`src/rtl/uart_rx_cfg_if.sv`:
```
// Signal bundle between a UART line / consumer and uart_rx_cfg.
// o_Rx_DV is a valid-only strobe (no ready): the consumer must take o_Rx_Byte and the
// error flags in the cycle o_Rx_DV is high; they then hold until the next o_Rx_DV.
interface uart_rx_cfg_if #(
    parameter int DATA_BITS = 8
);
    logic                 i_Rx_Serial;
    logic                 o_Rx_DV;
    logic [DATA_BITS-1:0] o_Rx_Byte;
    logic                 o_Frame_Err;
    logic                 o_Parity_Err;
    logic                 o_Busy;
    logic [2:0]           o_State;

    modport slave (
        input  i_Rx_Serial,
        output o_Rx_DV, o_Rx_Byte, o_Frame_Err, o_Parity_Err, o_Busy, o_State
    );

    modport master (
        output i_Rx_Serial,
        input  o_Rx_DV, o_Rx_Byte, o_Frame_Err, o_Parity_Err, o_Busy, o_State
    );
endinterface

```
`src/rtl/uart_rx_cfg.sv`:
```
// Configurable UART receiver with 3-sample majority voting and break detection.
// Define UART_RX_PARITY_EN to build the parity bit state and parity check.
module uart_rx_cfg #(
    parameter int CLKS_PER_BIT = 104,
    parameter int DATA_BITS    = 8,
    parameter int STOP_BITS    = 1,
    parameter int PARITY_ODD   = 0
) (
    input  logic         i_Clock,
    input  logic         i_Rst_n,
    uart_rx_cfg_if.slave bus
);
    localparam int               CNT_W     = $clog2(CLKS_PER_BIT);
    localparam logic [CNT_W-1:0] C_LAST    = CNT_W'(CLKS_PER_BIT - 1);
    localparam logic [CNT_W-1:0] C_MID     = CNT_W'(CLKS_PER_BIT / 2);
    localparam logic [CNT_W-1:0] C_PRE     = C_MID - CNT_W'(1);
    localparam logic [CNT_W-1:0] C_POST    = C_MID + CNT_W'(1);
    localparam logic [3:0]       LAST_DATA = 4'(DATA_BITS - 1);
    localparam logic [3:0]       LAST_STOP = 4'(STOP_BITS - 1);

    if (CLKS_PER_BIT < 8 || CLKS_PER_BIT > 65535 || DATA_BITS < 5 || DATA_BITS > 9 ||
        STOP_BITS < 1 || STOP_BITS > 2 || PARITY_ODD < 0 || PARITY_ODD > 1) begin : g_bad_param
        $error("uart_rx_cfg: parameter out of legal range");
    end

    // Encodings are fixed so the debug state output reads the same in every build.
    typedef enum logic [2:0] {
        S_IDLE   = 3'd0,
        S_START  = 3'd1,
        S_DATA   = 3'd2,
`ifdef UART_RX_PARITY_EN
        S_PARITY = 3'd3,
`endif
        S_STOP   = 3'd4,
        S_BREAK  = 3'd5
    } state_t;

    state_t               r_state, w_next;
    logic                 w_done;
    logic                 r_rx_meta, r_rx_s;
    logic [CNT_W-1:0]     r_cnt;
    logic [3:0]           r_idx;
    logic                 r_s0, r_s1;
    logic [DATA_BITS-1:0] r_shift;
    logic                 r_ferr_acc;
    logic                 r_dv;
    logic [DATA_BITS-1:0] r_byte;
    logic                 r_ferr;
    logic                 w_vote, w_at_post, w_at_last, w_new_state;

    assign w_vote      = (r_s0 & r_s1) | (r_s0 & r_rx_s) | (r_s1 & r_rx_s);
    assign w_at_post   = (r_cnt == C_POST);
    assign w_at_last   = (r_cnt == C_LAST);
    assign w_new_state = (w_next != r_state);

    always_ff @(posedge i_Clock or negedge i_Rst_n) begin
        if (!i_Rst_n) begin
            r_rx_meta <= 1'b1;
            r_rx_s    <= 1'b1;
            r_state   <= S_IDLE;
        end else begin
            r_rx_meta <= bus.i_Rx_Serial;
            r_rx_s    <= r_rx_meta;
            r_state   <= w_next;
        end
    end

    always_comb begin
        w_next = r_state;
        w_done = 1'b0;
        case (r_state)
            S_IDLE:  if (!r_rx_s) w_next = S_START;
            S_START: begin
                if (w_at_post && w_vote) w_next = S_IDLE;
                else if (w_at_last)      w_next = S_DATA;
            end
            S_DATA: begin
                if (w_at_last && r_idx == LAST_DATA) begin
`ifdef UART_RX_PARITY_EN
                    w_next = S_PARITY;
`else
                    w_next = S_STOP;
`endif
                end
            end
`ifdef UART_RX_PARITY_EN
            S_PARITY: if (w_at_last) w_next = S_STOP;
`endif
            // Leave mid-way through the last stop bit so a following start edge is never missed.
            S_STOP: begin
                if (w_at_post && r_idx == LAST_STOP) begin
                    w_done = 1'b1;
                    w_next = w_vote ? S_IDLE : S_BREAK;
                end
            end
            S_BREAK: if (r_rx_s) w_next = S_IDLE;
            default: w_next = S_IDLE;
        endcase
    end

    always_ff @(posedge i_Clock or negedge i_Rst_n) begin
        if (!i_Rst_n) begin
            r_cnt <= '0;
            r_idx <= '0;
        end else begin
            if (w_new_state || w_at_last || r_state == S_IDLE || r_state == S_BREAK)
                r_cnt <= '0;
            else
                r_cnt <= r_cnt + CNT_W'(1);
            if (w_new_state)
                r_idx <= '0;
            else if (w_at_last && (r_state == S_DATA || r_state == S_STOP))
                r_idx <= r_idx + 4'd1;
        end
    end

    always_ff @(posedge i_Clock or negedge i_Rst_n) begin
        if (!i_Rst_n) begin
            r_s0       <= 1'b1;
            r_s1       <= 1'b1;
            r_shift    <= '0;
            r_ferr_acc <= 1'b0;
        end else begin
            if (r_cnt == C_PRE) r_s0 <= r_rx_s;
            if (r_cnt == C_MID) r_s1 <= r_rx_s;
            if (r_state == S_DATA && w_at_post)
                r_shift <= {w_vote, r_shift[DATA_BITS-1:1]};
            if (r_state == S_START)
                r_ferr_acc <= 1'b0;
            else if (r_state == S_STOP && w_at_post && !w_vote)
                r_ferr_acc <= 1'b1;
        end
    end

    always_ff @(posedge i_Clock or negedge i_Rst_n) begin
        if (!i_Rst_n) begin
            r_dv   <= 1'b0;
            r_byte <= '0;
            r_ferr <= 1'b0;
        end else begin
            r_dv <= w_done;
            if (w_done) begin
                r_byte <= r_shift;
                r_ferr <= r_ferr_acc | ~w_vote;
            end
        end
    end

`ifdef UART_RX_PARITY_EN
    logic r_par_bit;
    logic r_perr;

    always_ff @(posedge i_Clock or negedge i_Rst_n) begin
        if (!i_Rst_n) begin
            r_par_bit <= 1'b0;
            r_perr    <= 1'b0;
        end else begin
            if (r_state == S_PARITY && w_at_post) r_par_bit <= w_vote;
            if (w_done) r_perr <= ((^r_shift) ^ r_par_bit) != (PARITY_ODD != 0);
        end
    end

    assign bus.o_Parity_Err = r_perr;
`else
    assign bus.o_Parity_Err = 1'b0;
`endif

    assign bus.o_Rx_DV     = r_dv;
    assign bus.o_Rx_Byte   = r_byte;
    assign bus.o_Frame_Err = r_ferr;
    assign bus.o_Busy      = (r_state != S_IDLE);
    assign bus.o_State     = r_state;
endmodule

```
`src/flat_wrapper.sv`:
```
// flat-port wrapper written by rule: the top's interface ports become plain ports
module uart_rx_cfg_flat 
#(
    parameter int CLKS_PER_BIT = 104,
    parameter int DATA_BITS    = 8,
    parameter int STOP_BITS    = 1,
    parameter int PARITY_ODD   = 0
)
  (i_Clock, i_Rst_n, bus_i_Rx_Serial, bus_o_Rx_DV, bus_o_Rx_Byte, bus_o_Frame_Err, bus_o_Parity_Err, bus_o_Busy, bus_o_State);
  uart_rx_cfg_if #(.DATA_BITS(DATA_BITS)) bus_i ();
  input  logic i_Clock;
  input  logic i_Rst_n;
  input wire logic [$bits(bus_i.i_Rx_Serial)-1:0] bus_i_Rx_Serial;
  output wire logic [$bits(bus_i.o_Rx_DV)-1:0] bus_o_Rx_DV;
  output wire logic [$bits(bus_i.o_Rx_Byte)-1:0] bus_o_Rx_Byte;
  output wire logic [$bits(bus_i.o_Frame_Err)-1:0] bus_o_Frame_Err;
  output wire logic [$bits(bus_i.o_Parity_Err)-1:0] bus_o_Parity_Err;
  output wire logic [$bits(bus_i.o_Busy)-1:0] bus_o_Busy;
  output wire logic [$bits(bus_i.o_State)-1:0] bus_o_State;
  assign bus_i.i_Rx_Serial = bus_i_Rx_Serial;
  assign bus_o_Rx_DV = bus_i.o_Rx_DV;
  assign bus_o_Rx_Byte = bus_i.o_Rx_Byte;
  assign bus_o_Frame_Err = bus_i.o_Frame_Err;
  assign bus_o_Parity_Err = bus_i.o_Parity_Err;
  assign bus_o_Busy = bus_i.o_Busy;
  assign bus_o_State = bus_i.o_State;
  uart_rx_cfg #(.CLKS_PER_BIT(CLKS_PER_BIT), .DATA_BITS(DATA_BITS), .STOP_BITS(STOP_BITS), .PARITY_ODD(PARITY_ODD)) u_core (.i_Clock(i_Clock), .i_Rst_n(i_Rst_n), .bus(bus_i));
endmodule
```
`config.mk`:
```
export PLATFORM = sky130hd
export DESIGN_NAME = uart_rx_cfg_flat
export DESIGN_NICKNAME = d
export VERILOG_FILES = /design/src/rtl/uart_rx_cfg_if.sv /design/src/rtl/uart_rx_cfg.sv /design/src/flat_wrapper.sv
export SDC_FILE = /design/constraint.sdc
export NUM_CORES = 1
export LEC_CHECK = 0
export CAP_MARGIN = 40
export CORE_MARGIN = 3
export CORE_UTILIZATION = 35
export DETAILED_ROUTE_END_ITERATION = 10
export PLACE_DENSITY = 0.56
export SYNTH_ARGS = -nofsm -noshare
export SYNTH_HDL_FRONTEND = slang
export SYNTH_SLANG_ARGS = --single-unit
```
`constraint.sdc`:
```
create_clock -name i_Clock -period 3.1 [get_ports i_Clock]
set_input_delay 0.775 -clock i_Clock [delete_from_list [all_inputs] [get_ports i_Clock]]
set_output_delay 0.775 -clock i_Clock [all_outputs]
set_load 0.02 [all_outputs]
```
; Word-level counts from Yosys, hierarchy flattened
; Index checks and enable logic that the tools add are counted.
[totals]
register_bits = 37
output_inout_bits = 15
word_cells = 63
[classes]
bitwise_logic = 7
eq_ne = 10
n_reduce_logical = 17
add_sub_neg = 2
muxes = 15
[ops]
columns = op, count
row1 = $eq A7 B6 Y1 const B, 3
row2 = $mux W3, 7
row3 = $pmux W3 S5, 1
row4 = $mux W4, 2
row5 = $add A7 B1 Y7 const B, 1
row6 = $eq A7 B7 Y1 const B, 1
row7 = $logic_and A1 B1 Y1, 7
row8 = $mux W7, 1
row9 = $eq A3 B3 Y1 const B, 2
row10 = $add A4 B1 Y4 const B, 1
row11 = $eq A4 B3 Y1 const B, 1
row12 = $logic_not A4 Y1, 1
row13 = $logic_or A1 B1 Y1, 4
row14 = $mux W1, 4
row15 = $reduce_bool A2 Y1, 2
row16 = $and A1 B1 Y1, 3
row17 = $eq A3 B1 Y1 const B, 1
row18 = $eq A3 B2 Y1 const B, 1
row19 = $logic_not A3 Y1, 1
row20 = $ne A3 B3 Y1, 1
row21 = $or A1 B1 Y1, 3
row22 = $reduce_bool A3 Y1, 1
row23 = $logic_not A1 Y1, 1
row24 = $not A1 Y1, 1

; Longest topological paths before layout
[depth]
depth_word = 11
ltp_mapped = 8
ltp_nobuf = 7

; Worst setup path after synthesis
; OpenSTA, ideal clock, no wires.
[synth_path]
path_type = flip-flop to flip-flop
from = reg u_core.r_idx[0]
to = reg u_core.r_byte[2] (netlist: u_core.bus.o_Rx_Byte[2])
slack_ns = 1.156
synth_period_minus_slack_ns = 1.944
path_buffers = 1
setup_time_ns = 0.125
t_arrival_ns = 1.819
path_stages_with_launch = 8
cell_sequence = dfrtp_1 > inv_1 > ha_1 > nor3b_1 > and4_4 > or3b_4 > buf_6 > mux2_4
[synth_between]
elab_chain_cells = 4
[synth_rtl]
columns = item, line
row1 = "start, declared", uart_rx_cfg.sv:42  ; logic [3:0] r_idx;
row2 = "start signal, assigned", uart_rx_cfg.sv:113  ; r_idx <= r_idx + 4'd1;
row3 = $logic_not A4 Y1, uart_rx_cfg.sv:91  ; if (w_at_post && r_idx == LAST_STOP) begin
row4 = $logic_and A1 B1 Y1, uart_rx_cfg.sv:91
row5 = $mux W1, uart_rx_cfg.sv:91
row6 = $mux W1, uart_rx_cfg.sv:71  ; case (r_state)
row7 = "end signal, assigned", uart_rx_cfg.sv:143  ; r_byte <= r_shift;
row8 = "end, declared", uart_rx_cfg.sv:47  ; logic [DATA_BITS-1:0] r_byte;
; No other way between the ends.
; A chain may end at the register's enable or synchronous reset.

; Worst setup path in the final report
[layout_path]
from = reg u_core.r_state[0] (netlist: u_core.bus.o_State[0])
to = out bus_o_Busy
[layout_between]
elab_chain_cells = 1
[layout_rtl]
columns = item, line
row1 = "start, declared", uart_rx_cfg.sv:38  ; state_t r_state, w_next;
row2 = "start signal, assigned", uart_rx_cfg.sv:64  ; r_state <= w_next;
row3 = $reduce_bool A3 Y1, uart_rx_cfg.sv:171  ; assign bus.o_Busy = (r_state != S_IDLE);
row4 = "end, declared", flat_wrapper.sv:18  ; output wire logic [$bits(bus_i.o_Busy)-1:0] bus_o_Busy;
; No other way between the ends.

==> impl_metrics.toml <==
[run_status]
status = "completed"

[cells_and_area]
final_core_util_pct = 43.9
layout-area-overhead-vs-synth_pct = 16.7
fin_nets = 187
regArea_um2 = 931
fill_cells = 490
antennaDiodeCount = 0
multi_input_area_um2 = 846
fin_cells = 247
final_layout_size_suffix_gt1_share_pct = 20.0

[timing]
skew_ns = 0.00596
setup_viol = 0
min_period_over_period_pct = 79.0
rsz0062_at_grt = "no"
hold_viol_final = 0
maxSlewViolCount = 0
timing.final.crit_period_ns = 2.45
timing.fmax_ghz = 0.409
tns_ns = 0
worst_slack_ns = 0.653
slew_headroom_pct = 53.3
tightestPinTransition_ns = 0.700

[grt]
overflow = 0
grt_pass1_wl_mm = 5.92
grt_max_degree = 38
grt_use_total_pct = 12.4
grt_pass1_vias = 1232
antenna_found_initial = 0

[synth]
synthCells = 162
synth_seq_cells = 37
synth_edf_count = 0
yosys_warnings = 0
ys_seq_area_share_pct = 50.4
synth_top_area_share_pct = 44.7
ys_types = 42
synthArstFlopShare_pct = 100
synth_fp_nets = 170
syn-cell-area_mm2 = 0.00185
synth_flop_cell = "dfrtp_1"
synth_largest_area_cell = "dfrtp_1"
syn_area_per_cell_um2 = 11.4
synth_common_cells = "33 x dfrtp_1, 13 x mux2_2, 13 x nor2_1"
synth_most_common_cell = "dfrtp_1"
synthTopCellsByArea = "dfrtp_1 45%, mux2_2 7.9%, dfstp_2 5.7%"

[floorplan]
coreArea_mm2 = 0.00491
die_h_um = 78.6
row_count = 25
fp.dieW_um = 78.6
pin_count = 18
dieArea_mm2 = 0.00618
initial_utilization_pct = 37.6

[clocking]
clk_pin_slew_worst_paths_ns = 0.08
cts_hold_buffers = 0
clock_sinks = 37
cts_resized = 0
cts_setup_buffers = 0
clock_path_buffers = 2
cts_tree = "done"
cts_root_buffer = "clkbuf_8"
cts_max_level = 2
worstSkewPairLatency_ns = 0.29
numCtsBuffers = 5

[placed_design]
finalWeightedCongestion = 0.829
hpwl_mm = 2.38
dp_cells = 239
pre_cts_ws_ns = 0.975
port_buffers = 16

[min_path]
hold_depth = 0
hold_class = "reg2reg"

[job]
maxCapViolations = 0

[critical_path]
start_kind = "flip-flop"
reg2regPathDepth = 6
worstPathRequired_ns = 2.32
critPathMaxFanout = 14
path_class = "reg2out"
cp.arrival_ns = 1.67
end_kind = "output pin"

[power_and_ir_drop]
power_leakage_nw = 1.02
ir_drop_mv = 0.157
finalPower_mw = 0.858
power.density_mw_per_mm2 = 398

[detailed_routing]
drtPass1Iterations = 5
routed_wl_mm = 3.40
drc_errors = 0
wl_per_cell_um = 13.8
viasPerCell = 5.13
final_antenna_net_count = 0
vias = 1268
drt_iter0_markers = 87
==> path summary, 6_finish.rpt <==
| kind | slack [ns] | to | from |
|---|---|---|---|
| min in group asynchronous | 0.90 | u_core.bus.o_Rx_DV | i_Rst_n |
| worst min register to register | 0.36 | u_core.r_rx_s | u_core.r_rx_meta |
| max in group asynchronous | 1.84 | u_core.r_rx_meta | i_Rst_n |
| worst min-delay path | 0.36 | u_core.r_rx_s | u_core.r_rx_meta |
| worst max-delay path | 0.65 | bus_o_Busy | u_core.bus.o_State[0] |
| worst max register to register | 1.06 | u_core.bus.o_Rx_Byte[4] | u_core.r_idx[0] |
==> power by group <==
group / internal, mW / switching (mW)
Combinational: 0.00379 / 0.0105
Clock: 0.180 / 0.177
Sequential: 0.485 / 0.00158
Total: 0.669 / 0.189
==> metrics by stage <==
stage | hold slack [ns] | cell area, µm²
floorplan | 0.345 | 1850
global placement | 0.349 | 2060
detailed placement | 0.350 | 2060
CTS | 0.361 | 2150
global route | 0.362 | 2150
finish | 0.359 | 2150
==> sequential cells by signal, summed over array words and instances, names as in the netlist <==
name and flops:
u_core.r_rx_meta 1, u_core.r_idx 4, u_core.r_shift 8, u_core.bus.o_Rx_Byte 8
u_core.r_rx_s 1, u_core.r_s1 1, u_core.bus.o_State 3, u_core.bus.o_Rx_DV 1
u_core.r_ferr_acc 1, u_core.r_s0 1, u_core.bus.o_Frame_Err 1, u_core.r_cnt 7
==> worst max-delay path: stages, from the launching register on <==
cell and delay (ns):
dfrtp_1 0.57, nor2_1 0.13, nand2_1 0.08, clkdlybuf4s50_1 0.59
==> cell usage in the layout (no fill, tap or decap), types with 2 or more instances in the layout <==
| master | count |
|---|---|
| nor3b_1 | 3 |
| nand2b_1 | 2 |
| and4b_1 | 2 |
| mux2_2 | 13 |
| nor2_1 | 13 |
| and3b_1 | 2 |
| clkdlybuf4s50_1 | 16 |
| ha_1 | 5 |
| buf_4 | 2 |
| a21oi_1 | 4 |
| inv_1 | 6 |
| nand4_1 | 8 |
| xnor2_1 | 6 |
| dfstp_2 | 4 |
| nand2_1 | 8 |
| clkbuf_8 | 6 |
| nor2b_1 | 2 |
| dfrtp_1 | 33 |
| mux2_4 | 6 |
| nand3_1 | 8 |
| o21ai_0 | 4 |
| and3_1 | 3 |
| xor2_1 | 4 |
==> cell type report <==
type	count	area share [%]
Clock buffer	6	3.83
Multi-Input combinational cell	111	39.3
Timing Repair Buffer	18	8.13
Inverter	6	1.05
Tap cell	67	3.89
Sequential cell	37	43.2
Clock inverter	2	0.639
==> kinds of logic (layout without fill, tap and decap cells) <==
kind of cell | Yosys count | in the layout | share of synthesized area (%)
AOI/OAI and AO/OA | 17 | 17 | 6.17
xor gates and xnor gates | 10 | 10 | 4.74
other | 1 | 1 | 0.203
DFF | 37 | 37 | 50.4
adders and majority gates | 6 | 6 | 3.93
and+or+nand+nor | 57 | 57 | 17.4
muxes | 20 | 20 | 13.3
buffers and inverters | 14 | 32 | 3.79
==> routing by layer <==
layer	global-route usage (%)	wire, µm	vias up
met2	18.6	1540	37
met1	16.1	1620	622
met4	5.42	70	0
met5	0	0	-
li1	-	-	600
met3	4.24	176	9
Power figures use the tool's default switching activity.
